$ cat config.mk
export PLATFORM = sky130hd
export DESIGN_NAME = core_wb_align_s_flat
export DESIGN_NICKNAME = d
export VERILOG_FILES = /design/src/rtl/core_wb_align_s_if.sv /design/src/rtl/core_wb_align_s.sv /design/src/flat_wrapper.sv
export SDC_FILE = /design/constraint.sdc
export NUM_CORES = 1
export LEC_CHECK = 0
export ABC_AREA = 1
export BUFFER_PORTS_ARGS = -buffer_cell sky130_fd_sc_hd__buf_2
export CAP_MARGIN = 10
export CELL_PAD_IN_SITES_DETAIL_PLACEMENT = 1
export CELL_PAD_IN_SITES_GLOBAL_PLACEMENT = 2
export CORE_ASPECT_RATIO = 0.75
export CORE_MARGIN = 2
export CORE_UTILIZATION = 26
export DETAILED_ROUTE_END_ITERATION = 16
export PLACE_DENSITY = 0.88
export SYNTH_ARGS = -nofsm -noshare
export SYNTH_HDL_FRONTEND = slang
export SYNTH_SLANG_ARGS = --single-unit
$ cat constraint.sdc
create_clock -name clk -period 2.2 [get_ports clk]
set_input_delay 0.22 -clock clk [delete_from_list [all_inputs] [get_ports clk]]
set_output_delay 0.22 -clock clk [all_outputs]
set_load 0.02 [all_outputs]
$ cat src/rtl/core_wb_align_s_if.sv
// Write-back stage bundle: memory-stage handshake, candidate results,
// L1D return path and register-file write port.
interface core_wb_align_s_if #(
   parameter int XLEN       = 32,
   parameter int REG_ADDR_W = 5
);
   logic                  wb_valid_in;
   logic                  wb_ready_out;
   logic                  wb_stall_out;
   logic                  wb_we_in;
   logic [REG_ADDR_W-1:0] wb_rd_in;
   logic [1:0]            wb_src_in;
   logic [2:0]            wb_sx_op_in;
   logic [1:0]            wb_addr_lo_in;
   logic [XLEN-1:0]       wb_alu_result_in;
   logic [XLEN-1:0]       wb_sx_imm_in;
   logic [XLEN-1:0]       wb_pc_4_in;
   logic [XLEN-1:0]       wb_mem_data_in;
   logic                  wb_ack_from_lid_in;
   logic                  wb_we_reg_file_out;
   logic [REG_ADDR_W-1:0] wb_rd_out;
   logic [XLEN-1:0]       wb_data_out;
   logic                  wb_err_out;

   modport master (
      output wb_valid_in, wb_we_in, wb_rd_in, wb_src_in,
      output wb_sx_op_in, wb_addr_lo_in, wb_alu_result_in,
      output wb_sx_imm_in, wb_pc_4_in, wb_mem_data_in,
      output wb_ack_from_lid_in,
      input  wb_ready_out, wb_stall_out, wb_we_reg_file_out,
      input  wb_rd_out, wb_data_out, wb_err_out
   );

   modport slave (
      input  wb_valid_in, wb_we_in, wb_rd_in, wb_src_in,
      input  wb_sx_op_in, wb_addr_lo_in, wb_alu_result_in,
      input  wb_sx_imm_in, wb_pc_4_in, wb_mem_data_in,
      input  wb_ack_from_lid_in,
      output wb_ready_out, wb_stall_out, wb_we_reg_file_out,
      output wb_rd_out, wb_data_out, wb_err_out
   );
endinterface

$ cat src/rtl/core_wb_align_s.sv
// Write-back stage: result select, load alignment/extension and
// outstanding-load tracking with timeout abort.
module core_wb_align_s #(
   parameter int XLEN       = 32,
   parameter int REG_ADDR_W = 5,
   parameter int TIMEOUT    = 255
) (
   input logic              clk,
   input logic              rst,
   core_wb_align_s_if.slave wb
);
   localparam int CW = (TIMEOUT > 1) ? $clog2(TIMEOUT) : 1;
   localparam logic [1:0] SRC_ALU = 2'd0;
   localparam logic [1:0] SRC_MEM = 2'd1;
   localparam logic [1:0] SRC_IMM = 2'd2;

   typedef enum logic {IDLE, WAIT_ACK} state_t;

   state_t                state_q, state_d;
   logic [CW-1:0]         cnt_q;
   logic                  h_we_q;
   logic [REG_ADDR_W-1:0] h_rd_q;
   logic [2:0]            h_op_q;
   logic [1:0]            h_off_q;
   logic                  we_q, err_q;
   logic [REG_ADDR_W-1:0] rd_q;
   logic [XLEN-1:0]       data_q;

   logic                  acc, wr, wr_we, err_d;
   logic                  hold, cnt_clr, cnt_inc;
   logic [REG_ADDR_W-1:0] wr_rd;
   logic [XLEN-1:0]       wr_data;

   function automatic logic [XLEN-1:0] align(
      input logic [XLEN-1:0] mem,
      input logic [2:0]      op,
      input logic [1:0]      off
   );
      logic [31:0] w;
      logic [7:0]  b;
      logic [15:0] h;
      w = mem[31:0];
      b = w[8*off +: 8];
      h = w[16*off[1] +: 16];
      case (op)
         3'd1:    align = XLEN'($signed(b));
         3'd2:    align = XLEN'(b);
         3'd3:    align = XLEN'($signed(h));
         3'd4:    align = XLEN'(h);
         default: align = XLEN'($signed(w));
      endcase
   endfunction

   assign acc             = wb.wb_valid_in && (state_q == IDLE);
   assign wb.wb_ready_out = (state_q == IDLE);
   assign wb.wb_stall_out = (state_q != IDLE);
   assign wb.wb_we_reg_file_out = we_q;
   assign wb.wb_rd_out    = rd_q;
   assign wb.wb_data_out  = data_q;
   assign wb.wb_err_out   = err_q;

   always_comb begin
      state_d = state_q;
      wr      = 1'b0;
      wr_we   = wb.wb_we_in;
      wr_rd   = wb.wb_rd_in;
      wr_data = '0;
      err_d   = 1'b0;
      hold    = 1'b0;
      cnt_clr = 1'b0;
      cnt_inc = 1'b0;
      unique case (state_q)
         IDLE: begin
            if (acc) begin
               unique case (1'b1)
                  (wb.wb_src_in == SRC_ALU): begin
                     wr      = 1'b1;
                     wr_data = wb.wb_alu_result_in;
                  end
                  (wb.wb_src_in == SRC_IMM): begin
                     wr      = 1'b1;
                     wr_data = wb.wb_sx_imm_in;
                  end
                  (wb.wb_src_in == SRC_MEM): begin
                     if (wb.wb_ack_from_lid_in) begin
                        wr      = 1'b1;
                        wr_data = align(wb.wb_mem_data_in,
                                        wb.wb_sx_op_in,
                                        wb.wb_addr_lo_in);
                     end else begin
                        hold    = 1'b1;
                        cnt_clr = 1'b1;
                        state_d = WAIT_ACK;
                     end
                  end
                  default: begin
                     wr      = 1'b1;
                     wr_data = wb.wb_pc_4_in;
                  end
               endcase
            end
         end
         WAIT_ACK: begin
            if (wb.wb_ack_from_lid_in) begin
               wr      = 1'b1;
               wr_we   = h_we_q;
               wr_rd   = h_rd_q;
               wr_data = align(wb.wb_mem_data_in, h_op_q, h_off_q);
               state_d = IDLE;
            end else if (TIMEOUT != 0 &&
                         cnt_q == CW'(TIMEOUT - 1)) begin
               err_d   = 1'b1;
               state_d = IDLE;
            end else begin
               cnt_inc = 1'b1;
            end
         end
         default: state_d = IDLE;
      endcase
   end

   always_ff @(posedge clk) begin
      if (rst) begin
         state_q <= IDLE;
         cnt_q   <= '0;
         h_we_q  <= 1'b0;
         h_rd_q  <= '0;
         h_op_q  <= '0;
         h_off_q <= '0;
         we_q    <= 1'b0;
         rd_q    <= '0;
         data_q  <= '0;
         err_q   <= 1'b0;
      end else begin
         state_q <= state_d;
         err_q   <= err_d;
         we_q    <= wr && wr_we && (wr_rd != '0);
         if (cnt_clr)
            cnt_q <= '0;
         else if (cnt_inc)
            cnt_q <= cnt_q + 1'b1;
         if (hold) begin
            h_we_q  <= wb.wb_we_in;
            h_rd_q  <= wb.wb_rd_in;
            h_op_q  <= wb.wb_sx_op_in;
            h_off_q <= wb.wb_addr_lo_in;
         end
         // rd/data follow every completion, even when the write is masked
         if (wr) begin
            rd_q   <= wr_rd;
            data_q <= wr_data;
         end
      end
   end
endmodule

$ cat src/flat_wrapper.sv
// flat-port wrapper written by rule: the top's interface ports become plain ports
module core_wb_align_s_flat 
#(
   parameter int XLEN       = 32,
   parameter int REG_ADDR_W = 5,
   parameter int TIMEOUT    = 255
)
  (clk, rst, wb_wb_valid_in, wb_wb_we_in, wb_wb_rd_in, wb_wb_src_in, wb_wb_sx_op_in, wb_wb_addr_lo_in, wb_wb_alu_result_in, wb_wb_sx_imm_in, wb_wb_pc_4_in, wb_wb_mem_data_in, wb_wb_ack_from_lid_in, wb_wb_ready_out, wb_wb_stall_out, wb_wb_we_reg_file_out, wb_wb_rd_out, wb_wb_data_out, wb_wb_err_out);
  core_wb_align_s_if #(.XLEN(XLEN), .REG_ADDR_W(REG_ADDR_W)) wb_i ();
  input logic clk;
  input logic rst;
  input wire logic [$bits(wb_i.wb_valid_in)-1:0] wb_wb_valid_in;
  input wire logic [$bits(wb_i.wb_we_in)-1:0] wb_wb_we_in;
  input wire logic [$bits(wb_i.wb_rd_in)-1:0] wb_wb_rd_in;
  input wire logic [$bits(wb_i.wb_src_in)-1:0] wb_wb_src_in;
  input wire logic [$bits(wb_i.wb_sx_op_in)-1:0] wb_wb_sx_op_in;
  input wire logic [$bits(wb_i.wb_addr_lo_in)-1:0] wb_wb_addr_lo_in;
  input wire logic [$bits(wb_i.wb_alu_result_in)-1:0] wb_wb_alu_result_in;
  input wire logic [$bits(wb_i.wb_sx_imm_in)-1:0] wb_wb_sx_imm_in;
  input wire logic [$bits(wb_i.wb_pc_4_in)-1:0] wb_wb_pc_4_in;
  input wire logic [$bits(wb_i.wb_mem_data_in)-1:0] wb_wb_mem_data_in;
  input wire logic [$bits(wb_i.wb_ack_from_lid_in)-1:0] wb_wb_ack_from_lid_in;
  output wire logic [$bits(wb_i.wb_ready_out)-1:0] wb_wb_ready_out;
  output wire logic [$bits(wb_i.wb_stall_out)-1:0] wb_wb_stall_out;
  output wire logic [$bits(wb_i.wb_we_reg_file_out)-1:0] wb_wb_we_reg_file_out;
  output wire logic [$bits(wb_i.wb_rd_out)-1:0] wb_wb_rd_out;
  output wire logic [$bits(wb_i.wb_data_out)-1:0] wb_wb_data_out;
  output wire logic [$bits(wb_i.wb_err_out)-1:0] wb_wb_err_out;
  assign wb_i.wb_valid_in = wb_wb_valid_in;
  assign wb_i.wb_we_in = wb_wb_we_in;
  assign wb_i.wb_rd_in = wb_wb_rd_in;
  assign wb_i.wb_src_in = wb_wb_src_in;
  assign wb_i.wb_sx_op_in = wb_wb_sx_op_in;
  assign wb_i.wb_addr_lo_in = wb_wb_addr_lo_in;
  assign wb_i.wb_alu_result_in = wb_wb_alu_result_in;
  assign wb_i.wb_sx_imm_in = wb_wb_sx_imm_in;
  assign wb_i.wb_pc_4_in = wb_wb_pc_4_in;
  assign wb_i.wb_mem_data_in = wb_wb_mem_data_in;
  assign wb_i.wb_ack_from_lid_in = wb_wb_ack_from_lid_in;
  assign wb_wb_ready_out = wb_i.wb_ready_out;
  assign wb_wb_stall_out = wb_i.wb_stall_out;
  assign wb_wb_we_reg_file_out = wb_i.wb_we_reg_file_out;
  assign wb_wb_rd_out = wb_i.wb_rd_out;
  assign wb_wb_data_out = wb_i.wb_data_out;
  assign wb_wb_err_out = wb_i.wb_err_out;
  core_wb_align_s #(.XLEN(XLEN), .REG_ADDR_W(REG_ADDR_W), .TIMEOUT(TIMEOUT)) u_core (.clk(clk), .rst(rst), .wb(wb_i));
endmodule
==> run summary <==
status = finished, final reports clean
IO Count = 186
Avg WL per Cell = 17.91 um
n_diodes = 0
Net count, final = 1156
net switching power = 1295 uW
Syn Inst Count = 847
Synth Warn # = 0
reg-to-reg critical path endpoint = u_core.wb.wb_data_out[18]$_SDFFE_PP0P_
cell family with most CP delay = simple AND/OR/NAND/NOR gates
CTS Hold Bufs = 0
H-tree Lvls = 3
switch share = 0.3432
RePlAce Congestion = 0.9306
FFs w/ async S/R, synth = 0
critical path type = reg2reg
Worst Path Arrival = 2.13 ns
# DRC = 0
Synth top area share = 0.2451
top cell type by total area after synthesis = dfxtp_1
RSZ-0062 raised after global routing = false
CP max stage delay = 0.37 ns
Worst Path Max Fanout = 17
initial antenna violation count = 1
flops & latches, synth = 59
Max-Cap Viols = 0
initial core utilization = 0.2626
Commonest cells post-synth = nand2_1, a21oi_1, nor2_1
Hold Crit Class = in2reg
Worst Tran Pin Value = 0.5867 ns
mapped cell area = 4818 sq um
Fill cells = 2491
Logic pwr share = 0.279
clock power share = 0.412
Peak VDD IR = 255.8 uV
total wire length = 22.57 mm
Post-Place Cell Area = 5983 sq um
TritonCTS Sinks = 59
pwr dens = 599.0 nW/um^2
end point of the critical path = u_core.wb.wb_data_out[18]$_SDFFE_PP0P_
reg2reg start = u_core.h_op_q[0]$_SDFFE_PP0P_
ANT nets after route = 0
Startpoint Class = register
chip height = 121.9 um
Die Area = 19650 sq um
gr ovfl total = 0
TNS Setup = 0 ns
die width = 161.2 um
sequential share of the synthesized area = 0.2451
Net Count, Synth = 994
final instance area = 6300 sq um
CTS resizes = 0
r2r worst-path depth = 9
share of cells above drive strength 1 = 0.2389
Critical Path, Cell by Cell = nand2_1 > clkinv_1 > nand2_1 > nand2_1 > inv_2 > nand2_4 > nand3_2 > a21oi_1 > a21oi_1
Area growth, synth to finish = 30.75%
Core Region = 18350 sq um
Worst EP required = 2.43 ns
cts bufs inserted = 9
P_int = 2478 uW
Fmax = 526.2 MHz
IO Port Bufs = 185
final setup violation count = 0
# rows = 43
critical path depth in cells = 9
Max Slew Vio Count = 0
prevailing post-synth register cell = dfxtp_1
most common cell in the netlist = nand2_1
top post-synthesis cells by area = dfxtp_1, nand2_1, a21oi_1
CTS tree = built
Final Skew = 0.008489 ns
Seq pwr share = 0.309
period utilisation layout = 0.8638
total track usage = 0.2295
global-route wire length before repair = 35.05 mm
HPWL after DPL = 17.46 mm
Worst Setup SP = u_core.h_op_q[0]$_SDFFE_PP0P_
Root Buffer = clkbuf_16
Yosys cell types = 32
number of synthesized flops with an enable pin = 0
Final min period = 1.900 ns
Initial DRC Count = 486
postcts setup bufs = 0
via count = 6478
Reg2Reg Setup Slack = 0.30 ns
cell mode on critical path = nand2_1
vias per cell = 5.141
Leak Pwr = 0.002973 uW
total chip power = 3774 uW
Clock Tree Buf Depth = 2
syn avg cell area = 5.689 sq um
largest net degree at the start of global routing = 41
Hold Violations, Final = 0
CP endpoint kind = register
vias in the first global route = 6265
Slew Limit Headroom = 0.6085
Worst-path clk slew = 0.06 ns
Clock Latency Late Sink = 0.35 ns
Crit path buffers/inverters = 2
CP max-delay cell = dfxtp_1
TritonRoute pass-1 iters = 5
[metal layers]
| layer | vias up | routed length, um | global-route usage |
|---|---|---|---|
| met2 | 232 | 9591 | 0.3442 |
| met1 | 3063 | 10950 | 0.3333 |
| met4 | 2 | 252 | 0.04576 |
| met5 | - | 11 | 0 |
| li1 | 3160 | - | - |
| met3 | 21 | 1757 | 0.05652 |
[area by class of cell]
cell class / instances / area [sq um] / share of cell area
multi-input combinational: 666 / 3146 / 0.4993
sequential: 59 / 1181 / 0.1875
timing repair buffer: 206 / 1096 / 0.1740
tap: 247 / 309.0 / 0.04906
inverter: 67 / 251.5 / 0.03992
clock buffer: 9 / 225.2 / 0.03575
clock inverter: 6 / 91.34 / 0.01450
[cells in the final DEF (no fill, tap or decap)]
cell type   Yosys  final
dfxtp_1        59     59
xnor2_1         2      2
inv_2           6      6
bufinv_16       0      2
mux2_2          2      2
clkinv_4        0      1
o21bai_1        1      1
nand2_2         2      2
clkinvlp_4      0      3
nand3b_2        1      1
o21ai_0        70     70
nand4_1         3      3
inv_1          60     60
o21ai_1         1      1
a21oi_1       149    149
buf_2          12    185
buf_4           3     20
ha_1            2      2
nor3_1          2      2
nor2_2          1      4
a211oi_1        2      2
buf_12          0      1
clkinv_1        1      1
clkbuf_16       0      9
a31oi_1         1      1
nand2_4         2      2
nor2_1        119    116
nand3_2         3      3
nand3b_1        1      1
o21ai_2         1      1
nand2_1       207    207
nor4_1          1      1
nand3_1        61     61
a221oi_1       32     32
[worst reg2reg max path: cells and delay by family, from the launching register on]
kind                   cells  cell delay [ns]
AOI/OAI and AO/OA          2             0.39
DFF                        1             0.37
and+or+nand+nor            5             0.89
buffers and inverters      2             0.14
[power by group through the flow]
stage,clock (uW),combinational [uW],sequential [uW]
2_1_floorplan,0,553,1250
3_3_place_gp,0,1030,1190
3_5_place_dp,0,1050,1190
4_1_cts,1590,1050,1170
5_1_grt,1630,1170,1180
6_report,1550,1050,1170
[registers in the layout (all words and copies together) (netlist names)]
signal,cells
u_core.wb.wb_rd_out,5
u_core.h_we_q,1
u_core.wb.wb_err_out,1
u_core.wb.wb_stall_out,1
u_core.h_op_q,3
u_core.cnt_q,8
u_core.wb.wb_we_reg_file_out,1
u_core.h_rd_q,5
u_core.h_off_q,2
u_core.wb.wb_data_out,32
[worst min path at each step]
| stage | cells after the start | endpoint | startpoint |
|---|---|---|---|
| after CTS | 2 | u_core.wb.wb_err_out$_SDFF_PP0_ | wb_wb_ack_from_lid_in |
| after global routing | 2 | u_core.wb.wb_err_out$_SDFF_PP0_ | wb_wb_ack_from_lid_in |
| final | 2 | u_core.wb.wb_err_out$_SDFF_PP0_ | wb_wb_ack_from_lid_in |
| after global placement | 2 | u_core.h_we_q$_SDFFE_PP0P_ | u_core.h_we_q$_SDFFE_PP0P_ |
| after floorplan | 1 | u_core.wb.wb_err_out$_SDFF_PP0_ | wb_wb_ack_from_lid_in |
| after detailed placement | 2 | u_core.h_we_q$_SDFFE_PP0P_ | u_core.h_we_q$_SDFFE_PP0P_ |
[stage by stage]
step	hold slack, ns	util	setup WS, ns	cells
final	0.1031	0.3434	0.2995	1260
after global routing	0.1108	0.3434	0.09376	1260
after CTS	0.09079	0.3434	0.3190	1260
after detailed placement	0.4387	0.3261	0.2695	1245
after global placement	0.4358	0.3261	0.3126	1245
after floorplan	0.2986	-	0.5889	847
[cell families (layout without fill, tap and decap cells)]
| kind of cell | count (synthesis) | in the layout | share of synthesized area |
|---|---|---|---|
| and+or+nand+nor | 403 | 403 | 0.3433 |
| AOI/OAI and AO/OA | 257 | 257 | 0.2945 |
| buffers and inverters | 122 | 288 | 0.1036 |
| DFF | 59 | 59 | 0.2451 |
| adders and majority gates | 2 | 2 | 0.005193 |
| xor gates and xnor gates | 2 | 2 | 0.003636 |
| muxes | 2 | 2 | 0.004674 |
(Power assumes the default switching activity.)
